### config.mk
export PLATFORM = sky130hd
export DESIGN_NAME = vram_write_arbiter_flat
export DESIGN_NICKNAME = d
export VERILOG_FILES = /design/src/rtl/vram_write_if.sv /design/src/rtl/vram_write_arbiter.sv /design/src/flat_wrapper.sv
export SDC_FILE = /design/constraint.sdc
export NUM_CORES = 1
export LEC_CHECK = 0
export CAP_MARGIN = 15
export CORE_ASPECT_RATIO = 2
export CORE_MARGIN = 5
export CORE_UTILIZATION = 42
export DETAILED_ROUTE_END_ITERATION = 7
export PLACE_DENSITY = 0.79
export SYNTH_ARGS = -nofsm -noshare
export SYNTH_HDL_FRONTEND = slang
export SYNTH_SLANG_ARGS = --single-unit
### constraint.sdc
create_clock -name clk25 -period 2.4 [get_ports clk25]
set_clock_uncertainty 0.05 [all_clocks]
set_input_delay 0.72 -clock clk25 [delete_from_list [all_inputs] [get_ports clk25]]
set_output_delay 0.72 -clock clk25 [all_outputs]
set_load 0.01 [all_outputs]
### src/rtl/vram_write_if.sv
// Bundle for the shared VideoRAM write port: requester ports A and B, fill-engine
// control/status, and the arbitrated write port itself.
interface vram_write_if #(
  parameter int AW = 11,
  parameter int DW = 8,
  parameter int LW = 12
);
  logic          a_req;
  logic [AW-1:0] a_addr;
  logic [DW-1:0] a_data;
  logic          a_ack;
  logic          b_req;
  logic [AW-1:0] b_addr;
  logic [DW-1:0] b_data;
  logic          b_ack;
  logic          fill_start;
  logic [AW-1:0] fill_base;
  logic [LW-1:0] fill_len;
  logic [DW-1:0] fill_char;
  logic          fill_busy;
  logic          fill_done;
  logic          vwr;
  logic [AW-1:0] vwaddr;
  logic [DW-1:0] vwdata;

  modport master (
    output a_req, a_addr, a_data, b_req, b_addr, b_data,
           fill_start, fill_base, fill_len, fill_char,
    input  a_ack, b_ack, fill_busy, fill_done, vwr, vwaddr, vwdata
  );

  modport slave (
    input  a_req, a_addr, a_data, b_req, b_addr, b_data,
           fill_start, fill_base, fill_len, fill_char,
    output a_ack, b_ack, fill_busy, fill_done, vwr, vwaddr, vwdata
  );
endinterface

### src/rtl/vram_write_arbiter.sv
// Round-robin arbiter for the single VideoRAM write port: ports A and B plus an
// internal fill engine, one registered write per clk25 cycle.
module vram_write_arbiter #(
  parameter int AW = 11,
  parameter int DW = 8,
  parameter int LW = 12
) (
  input  logic        clk25,
  input  logic        rst,
  vram_write_if.slave bus
);
  typedef enum logic [1:0] {SRC_A = 2'd0, SRC_B = 2'd1, SRC_FILL = 2'd2} src_e;
  typedef enum logic {F_IDLE = 1'b0, F_RUN = 1'b1} fill_state_e;

  localparam logic [LW-1:0] MAX_LEN = LW'(2 ** AW);

  function automatic src_e src_after(input src_e s);
    case (s)
      SRC_A:    src_after = SRC_B;
      SRC_B:    src_after = SRC_FILL;
      SRC_FILL: src_after = SRC_A;
      default:  src_after = SRC_A;
    endcase
  endfunction

  src_e          last_r, last_s, cand1_s, cand2_s, grant_s;
  fill_state_e   fill_state_r, fill_state_s;
  logic          grant_vld_s;
  logic [2:0]    elig_s;
  logic [AW-1:0] fill_addr_r, fill_addr_s;
  logic [LW-1:0] fill_cnt_r, fill_cnt_s, start_len_s;
  logic [DW-1:0] fill_char_r, fill_char_s;
  logic          vwr_r, vwr_s;
  logic [AW-1:0] vwaddr_r, vwaddr_s;
  logic [DW-1:0] vwdata_r, vwdata_s;
  logic          a_ack_r, a_ack_s, b_ack_r, b_ack_s, fill_done_r, fill_done_s;

  // Grant selection: first eligible source in rotating order after the last winner.
  always_comb begin
    elig_s      = {fill_state_r == F_RUN, bus.b_req, bus.a_req};
    cand1_s     = src_after(last_r);
    cand2_s     = src_after(cand1_s);
    grant_vld_s = 1'b1;
    grant_s     = last_r;
    if (elig_s[cand1_s]) begin
      grant_s = cand1_s;
    end else if (elig_s[cand2_s]) begin
      grant_s = cand2_s;
    end else if (elig_s[last_r]) begin
      grant_s = last_r;
    end else begin
      grant_vld_s = 1'b0;
    end
  end

  // Next-state for the write port, acks and fill engine.
  always_comb begin
    last_s       = last_r;
    fill_state_s = fill_state_r;
    fill_addr_s  = fill_addr_r;
    fill_cnt_s   = fill_cnt_r;
    fill_char_s  = fill_char_r;
    vwr_s        = grant_vld_s;
    vwaddr_s     = vwaddr_r;
    vwdata_s     = vwdata_r;
    a_ack_s      = 1'b0;
    b_ack_s      = 1'b0;
    fill_done_s  = 1'b0;
    start_len_s  = (bus.fill_len > MAX_LEN) ? MAX_LEN : bus.fill_len;

    if (grant_vld_s) begin
      last_s = grant_s;
      case (grant_s)
        SRC_A: begin
          vwaddr_s = bus.a_addr;
          vwdata_s = bus.a_data;
          a_ack_s  = 1'b1;
        end
        SRC_B: begin
          vwaddr_s = bus.b_addr;
          vwdata_s = bus.b_data;
          b_ack_s  = 1'b1;
        end
        SRC_FILL: begin
          vwaddr_s    = fill_addr_r;
          vwdata_s    = fill_char_r;
          fill_addr_s = fill_addr_r + AW'(1);
          fill_cnt_s  = fill_cnt_r - LW'(1);
          // The final fill write and the busy->done transition share one cycle.
          if (fill_cnt_r == LW'(1)) begin
            fill_state_s = F_IDLE;
            fill_done_s  = 1'b1;
          end else begin
            fill_state_s = F_RUN;
          end
        end
        default: begin
          vwr_s = 1'b0;
        end
      endcase
    end else begin
      last_s = last_r;
    end

    // A start while a fill is running is ignored; a zero-length fill completes at once.
    if (fill_state_r == F_IDLE && bus.fill_start) begin
      fill_addr_s = bus.fill_base;
      fill_char_s = bus.fill_char;
      fill_cnt_s  = start_len_s;
      if (start_len_s == LW'(0)) begin
        fill_done_s = 1'b1;
      end else begin
        fill_state_s = F_RUN;
      end
    end else begin
      fill_char_s = fill_char_s;
    end
  end

  // State and output registers.
  always_ff @(posedge clk25 or posedge rst) begin
    if (rst) begin
      last_r       <= SRC_FILL;
      fill_state_r <= F_IDLE;
      fill_addr_r  <= '0;
      fill_cnt_r   <= '0;
      fill_char_r  <= '0;
      vwr_r        <= 1'b0;
      vwaddr_r     <= '0;
      vwdata_r     <= '0;
      a_ack_r      <= 1'b0;
      b_ack_r      <= 1'b0;
      fill_done_r  <= 1'b0;
    end else begin
      last_r       <= last_s;
      fill_state_r <= fill_state_s;
      fill_addr_r  <= fill_addr_s;
      fill_cnt_r   <= fill_cnt_s;
      fill_char_r  <= fill_char_s;
      vwr_r        <= vwr_s;
      vwaddr_r     <= vwaddr_s;
      vwdata_r     <= vwdata_s;
      a_ack_r      <= a_ack_s;
      b_ack_r      <= b_ack_s;
      fill_done_r  <= fill_done_s;
    end
  end

  assign bus.vwr       = vwr_r;
  assign bus.vwaddr    = vwaddr_r;
  assign bus.vwdata    = vwdata_r;
  assign bus.a_ack     = a_ack_r;
  assign bus.b_ack     = b_ack_r;
  assign bus.fill_done = fill_done_r;
  assign bus.fill_busy = (fill_state_r == F_RUN);
endmodule

### src/flat_wrapper.sv
// flat-port wrapper written by rule: the top's interface ports become plain ports
module vram_write_arbiter_flat 
#(
  parameter int AW = 11,
  parameter int DW = 8,
  parameter int LW = 12
)
  (clk25, rst, bus_a_req, bus_a_addr, bus_a_data, bus_b_req, bus_b_addr, bus_b_data, bus_fill_start, bus_fill_base, bus_fill_len, bus_fill_char, bus_a_ack, bus_b_ack, bus_fill_busy, bus_fill_done, bus_vwr, bus_vwaddr, bus_vwdata);
  vram_write_if #(.AW(AW), .DW(DW), .LW(LW)) bus_i ();
  input  logic clk25;
  input  logic rst;
  input wire logic [$bits(bus_i.a_req)-1:0] bus_a_req;
  input wire logic [$bits(bus_i.a_addr)-1:0] bus_a_addr;
  input wire logic [$bits(bus_i.a_data)-1:0] bus_a_data;
  input wire logic [$bits(bus_i.b_req)-1:0] bus_b_req;
  input wire logic [$bits(bus_i.b_addr)-1:0] bus_b_addr;
  input wire logic [$bits(bus_i.b_data)-1:0] bus_b_data;
  input wire logic [$bits(bus_i.fill_start)-1:0] bus_fill_start;
  input wire logic [$bits(bus_i.fill_base)-1:0] bus_fill_base;
  input wire logic [$bits(bus_i.fill_len)-1:0] bus_fill_len;
  input wire logic [$bits(bus_i.fill_char)-1:0] bus_fill_char;
  output wire logic [$bits(bus_i.a_ack)-1:0] bus_a_ack;
  output wire logic [$bits(bus_i.b_ack)-1:0] bus_b_ack;
  output wire logic [$bits(bus_i.fill_busy)-1:0] bus_fill_busy;
  output wire logic [$bits(bus_i.fill_done)-1:0] bus_fill_done;
  output wire logic [$bits(bus_i.vwr)-1:0] bus_vwr;
  output wire logic [$bits(bus_i.vwaddr)-1:0] bus_vwaddr;
  output wire logic [$bits(bus_i.vwdata)-1:0] bus_vwdata;
  assign bus_i.a_req = bus_a_req;
  assign bus_i.a_addr = bus_a_addr;
  assign bus_i.a_data = bus_a_data;
  assign bus_i.b_req = bus_b_req;
  assign bus_i.b_addr = bus_b_addr;
  assign bus_i.b_data = bus_b_data;
  assign bus_i.fill_start = bus_fill_start;
  assign bus_i.fill_base = bus_fill_base;
  assign bus_i.fill_len = bus_fill_len;
  assign bus_i.fill_char = bus_fill_char;
  assign bus_a_ack = bus_i.a_ack;
  assign bus_b_ack = bus_i.b_ack;
  assign bus_fill_busy = bus_i.fill_busy;
  assign bus_fill_done = bus_i.fill_done;
  assign bus_vwr = bus_i.vwr;
  assign bus_vwaddr = bus_i.vwaddr;
  assign bus_vwdata = bus_i.vwdata;
  vram_write_arbiter #(.AW(AW), .DW(DW), .LW(LW)) u_core (.clk25(clk25), .rst(rst), .bus(bus_i));
endmodule
==> results of run 1 <==
cell usage after synthesis (all sizes together), types with 3 or more instances:
cell,count
a31oi,8
xnor2,6
o21ai,55
nor2,10
a21oi,9
nand2,74
nor2b,3
buf,4
or3,7
clkbuf,18
nand4,5
dfrtp,56
ha,7
xor2,6
inv,9
or4,5
nand3,11
a22oi,18
nor3,4
o211ai,8
cells by family (layout without fill, tap and decap cells):
| family | count (synthesis) | count (layout) | share of synthesized area |
|---|---|---|---|
| flops | 57 | 57 | 0.458 |
| simple gates | 131 | 131 | 0.198 |
| fa+ha+maj | 7 | 7 | 0.0281 |
| buf+inv | 32 | 159 | 0.0506 |
| compound gates | 113 | 113 | 0.224 |
| mux | 2 | 2 | 0.00683 |
| xor+xnor | 12 | 12 | 0.0337 |
worst max-delay path, stage by stage:
cell	delay, ps
clkdlybuf4s15_1	200
or2_4	260
o21ai_4	150
buf_6	120
ha_4	190
o211ai_4	100
or4b_4	550
a31oi_4	190
through the flow:
step / worst slack [ps] / hold WS [ps] / instances
after floorplan: -53.3 / 395 / 354
after global placement: -431 / 411 / 551
after detailed placement: -539 / 415 / 551
after CTS: 45.4 / 427 / 570
after global routing: 7.29 / 452 / 573
final: 109 / 423 / 573
worst min path at each step:
stage	from	endpoint	slack, ps	depth (start not counted)
final	u_core.fill_char_r[6]$_DFFE_PP0P_	u_core.fill_char_r[6]$_DFFE_PP0P_	420	2
after floorplan	u_core.fill_char_r[0]$_DFFE_PP0P_	u_core.fill_char_r[0]$_DFFE_PP0P_	400	2
after CTS	u_core.fill_char_r[6]$_DFFE_PP0P_	u_core.fill_char_r[6]$_DFFE_PP0P_	430	2
after global routing	u_core.fill_char_r[3]$_DFFE_PP0P_	u_core.fill_char_r[3]$_DFFE_PP0P_	450	2
after global placement	u_core.fill_char_r[7]$_DFFE_PP0P_	u_core.fill_char_r[7]$_DFFE_PP0P_	410	2
after detailed placement	u_core.fill_char_r[3]$_DFFE_PP0P_	u_core.fill_char_r[3]$_DFFE_PP0P_	410	2
routing by layer:
metal | share of wire | global-route usage
met5 | 0 | 0
met4 | 0.039 | 0.116
met3 | 0.047 | 0.0374
met2 | 0.56 | 0.392
met1 | 0.35 | 0.215
area by class of cell:
class	instances	area (µm²)
clock buffer	13	270
clock inverter	2	60.1
fill	606	2350
inverter	9	33.8
multi-input combinational	265	1680
sequential	57	1430
tap	92	115
timing repair buffer	135	1330
power by group through the flow:
stage / clock, mW / sequential [mW] / combinational, mW
after floorplan: 0 / 1.83 / 1.62
after global placement: 0 / 1.85 / 2.67
after detailed placement: 0 / 1.87 / 2.76
after CTS: 1.42 / 1.86 / 3.14
after global routing: 1.45 / 1.93 / 3.55
final: 1.40 / 1.87 / 3.22
state kept, by name, indices dropped and copies added (netlist names):
| signal | flops |
|---|---|
| u_core.fill_cnt_r | 12 |
| u_core.bus.vwaddr | 11 |
| u_core.fill_addr_r | 11 |
| u_core.bus.vwdata | 8 |
| u_core.fill_char_r | 8 |
| u_core.last_r | 2 |
| u_core.bus.a_ack | 1 |
| u_core.bus.b_ack | 1 |
| u_core.bus.fill_busy | 1 |
| u_core.bus.fill_done | 1 |
| u_core.bus.vwr | 1 |
what timing repair did:
action,in CTS,in global routing
buffers inserted,3,3
pin swaps,4,5
gates cloned,1,0
endpoints found under the setup margin,40,22
gates resized for setup,18,13
==> results.sh, run 1 <==
export IMPL_power_frac_seq=0.288
export IMPL_nets=558
export IMPL_portBuffers=97
export IMPL_critPathMaxFanout=8
export IMPL_wl_per_cell_um=17.1
export IMPL_syn_num_nets=435
export IMPL_io_pins=98
export IMPL_grtUsageTotal=0.211
export IMPL_cp_startpoint="bus_a_req"
export IMPL_yosysWarningCount=0
export IMPL_outcome="complete, no violations"
export IMPL_ir_drop_uv=712
export IMPL_rows=44
export IMPL_grt_pass1_vias=3271
export IMPL_power_mw=6.50
export IMPL_endpoint_kind="flip-flop"
export IMPL_antenna_cells=0
export IMPL_clkSlewWorstSetupHoldPaths_ps=50
export IMPL_max_slew_margin=0.665
export IMPL_sw_frac_of_total=0.366
export IMPL_cts_tree="built"
export IMPL_hold_class="flip-flop to flip-flop"
export IMPL_hold_viol_final=0
export IMPL_criticalPathCategory="primary input to flip-flop"
export IMPL_yosysSeqAreaShare=0.458
export IMPL_synthTopCellsByArea="dfrtp_1, nand2_1, o21ai_0, a22oi_1, ha_1"
export IMPL_p_int_mw=4.12
export IMPL_start_kind="primary input"
export IMPL_final_common_cell="clkdlybuf4s50_1"
export IMPL_antenna_found_initial=0
export IMPL_syn_area_per_cell_um2=8.80
export IMPL_fin_crit_sh=0.955
export IMPL_ys_async_sr_fraction=1.00
export IMPL_die_h_um=132
export IMPL_drt_iter0_markers=170
export IMPL_syn_inst=354
export IMPL_root_buffer="clkbuf_16"
export IMPL_fin_util=0.677
export IMPL_cellPowerDensity_nw_per_um2=1320
export IMPL_r2r_slack_ps=130
export IMPL_worstPathRequired_ps=2590
export IMPL_syn_area_um2=3110
export IMPL_worstSetupEndpoint="u_core.fill_cnt_r[9]$_DFFE_PP0P_"
export IMPL_cts_htree_levels=3
export IMPL_min_period_ps=2290
export IMPL_die_width_um=70.9
export IMPL_power_switching_mw=2.38
export IMPL_reg2regPathDepth=4
export IMPL_r2r_end="u_core.fill_cnt_r[11]$_DFFE_PP0P_"
export IMPL_synth_top_cell_area_share=0.450
export IMPL_route_vias_total=3127
export IMPL_die_area_um2=9340
export IMPL_place_area_um2=4420
export IMPL_grt_overflow=0
export IMPL_rsz0062_at_grt="false"
export IMPL_drv_cap=0
export IMPL_synth_flop_cell="dfrtp_1"
export IMPL_final_area_um2=4920
export IMPL_ant_nets=0
export IMPL_synth_edf_count=0
export IMPL_cts_made_buffers=9
export IMPL_layout_drive_gt1_share=0.175
export IMPL_worst_pin_slew_ps=495
export IMPL_core_area_um2=7270
export IMPL_grt_pass1_wl_mm=15.6
export IMPL_setup_violations=0
export IMPL_slew_violations=0
export IMPL_clock_latency_ps=320
export IMPL_areaGrowthSynthToFinish_pct=57.9
export IMPL_ctsHoldBuffers=0
export IMPL_synth_seq_cells=57
export IMPL_grt_max_degree=40
export IMPL_fin_tns_setup_ps=0
export IMPL_start_util=0.429
export IMPL_pwr_share_comb=0.496
export IMPL_power_frac_clock=0.216
export IMPL_wl_mm=9.77
export IMPL_cp_arrival_ps=2480
export IMPL_clkSinkCount=57
export IMPL_p_leak_nw=2.01
export IMPL_yosysUniqueCellTypes=47
export IMPL_yosys_area_top_type="dfrtp_1"
export IMPL_routed_via_density=5.46
export IMPL_fmax_ghz=0.437
export IMPL_cts_path_max_buffers=2
export IMPL_dp_hpwl_mm=7.25
export IMPL_gp_congestion=0.850
export IMPL_r2r_start="u_core.fill_cnt_r[6]$_DFFE_PP0P_"
export IMPL_first_pass_iters=5
export IMPL_route_detailed_drc=0
export IMPL_layout_common_cells="clkdlybuf4s50_1, nand2_1, dfrtp_1, o21ai_0, buf_4"
Note: power is estimated with default switching activity, not from simulation.
==> run 2: changes to the inputs <==
--- a/config.mk
+++ b/config.mk
@@ -10,6 +10,7 @@
 export CORE_MARGIN = 5
 export CORE_UTILIZATION = 42
 export DETAILED_ROUTE_END_ITERATION = 7
+export GPL_TIMING_DRIVEN = 1
 export PLACE_DENSITY = 0.79
 export SYNTH_ARGS = -nofsm -noshare
 export SYNTH_HDL_FRONTEND = slang
==> results of run 2 <==
The final DEF is identical to that of run 1; final timing and power are the same.
==> RTL change, RTL diff (config.mk and constraints of run 1) <==
Make the reset (`rst`) synchronous in one clocked block.
--- a/src/rtl/vram_write_arbiter.sv
+++ b/src/rtl/vram_write_arbiter.sv
@@ -118,7 +118,7 @@
   end
 
   // State and output registers.
-  always_ff @(posedge clk25 or posedge rst) begin
+  always_ff @(posedge clk25) begin
     if (rst) begin
       last_r       <= SRC_FILL;
       fill_state_r <= F_IDLE;
Check against the original RTL: differs if rst is asserted again (counterexample within 4 cycles, from zero or initial values and one cycle with rst high); with rst held inactive, the same outputs for 10 cycles.
==> RTL change against run 1 <==
Critical path depth increased by 3; utilization decreased by 1.0 points; design area decreased by 10%; routed wire length decreased by 10%; count of clock-buffer cells in the layout unchanged; area after synthesis decreased by 8.7%; worst setup slack got worse by 6.2 ps; sequential cell count unchanged.
Power is not compared: it rests on default switching activity, and its combinational part moved more than twofold at a synthesized area within 25%.
==> RTL change: results (changes against run 1) <==
| Metric | Value |
|---|---|
| Status | finished clean (unchanged) |
| Adder-Cell Fraction of Synth Area | 3.08% (was 2.81%) |
| Detailed Route Iter0 Violations | 266 (was 170) |
| Gpl congestion | 0.870 (was 0.850) |
| Global routing met1 resource utilization | 21.6% (was 21.5%) |
| NonClk Buf Share | 28.1% (was 27.1%) |
| Total power of the final layout | about 3.2 mW |
| #MultiIn Comb | 266 (was 265) |
| Global Route Usage Sum | 21.4% (was 21.1%) |
| Dominant cells by area after synthesis | dfxtp_1 40%, nand2_1 9.1%, a21oi_1 5.8% (was dfrtp_1 45%, nand2_1 8.9%, o21ai_0 8.7%) |
| Crit path max fanout | 4 (was 8) |
| Mean routed wirelength per cell | 15.7 um (was 17.1 um) |
| Non-clock buffers | 128 (was 135) |
| Reg-to-reg startpoint | u_core.bus.fill_busy$_SDFF_PP0_ (was u_core.fill_cnt_r[6]$_DFFE_PP0P_) |
| First-pass GRT wire length | 14000 um (was 15600 um) |
| Post-Syn Area per Cell | 7.97 um2 (was 8.80 um2) |
| DR pass1 iterations | 4 (was 5) |
| Largest net degree at the start of global routing | 43 (was 40) |
| Worst hold start | u_core.bus.vwaddr[0]$_SDFFE_PP0P_ (was u_core.fill_char_r[6]$_DFFE_PP0P_) |
| Xor/xnor cell area share of the yosys netlist | 4.62% (was 3.37%) |
| Mux contribution to synthesized area | 0.396% (was 0.683%) |
| Dpl hpwl | 6590 um (was 7250 um) |
| Via/cell ratio | 5.41 (was 5.46) |
| Fraction of area in multi-input gates | 36.6% (was 34.1%) |
| Syn nets | 438 (was 435) |
| Arr. time, crit path | 2450 ps (was 2480 ps) |
| Post-Place Worst Slack | -542 ps (was -539 ps) |
| Share of layout cells above drive strength 1 | 12.1% (was 17.5%) |
| Synth cell types | 40 (was 47) |
| Register Area | 0.00114 mm2 (was 0.00143 mm2) |
==> RTL change: worst paths after layout <==
kind / end / slack (ps) / cells past startpoint
hold reg to reg: u_core.bus.vwaddr[0]$_SDFFE_PP0P_ / 400 / 2
setup / recovery: u_core.fill_cnt_r[9]$_SDFFE_PP0P_ / 100 / 11
setup reg to reg: u_core.fill_cnt_r[9]$_SDFFE_PP0P_ / 220 / 10
hold / removal: u_core.bus.vwaddr[0]$_SDFFE_PP0P_ / 400 / 2
==> RTL change: repair_timing <==
action | in CTS | in global routing
resized for setup | 8 | 5
hold buffers | 0 | 0
pin swaps | 7 | 4
setup buffers | 2 | 0
endpoints found under the setup margin | 43 | 31
==> RTL change: metal layers <==
layer  vias to the layer above  share of wire, %
met5                         -                 0
met2                       103                56
met1                      1412                36
met4                         0               3.1
met3                        19               5.0
li1                       1502                 -
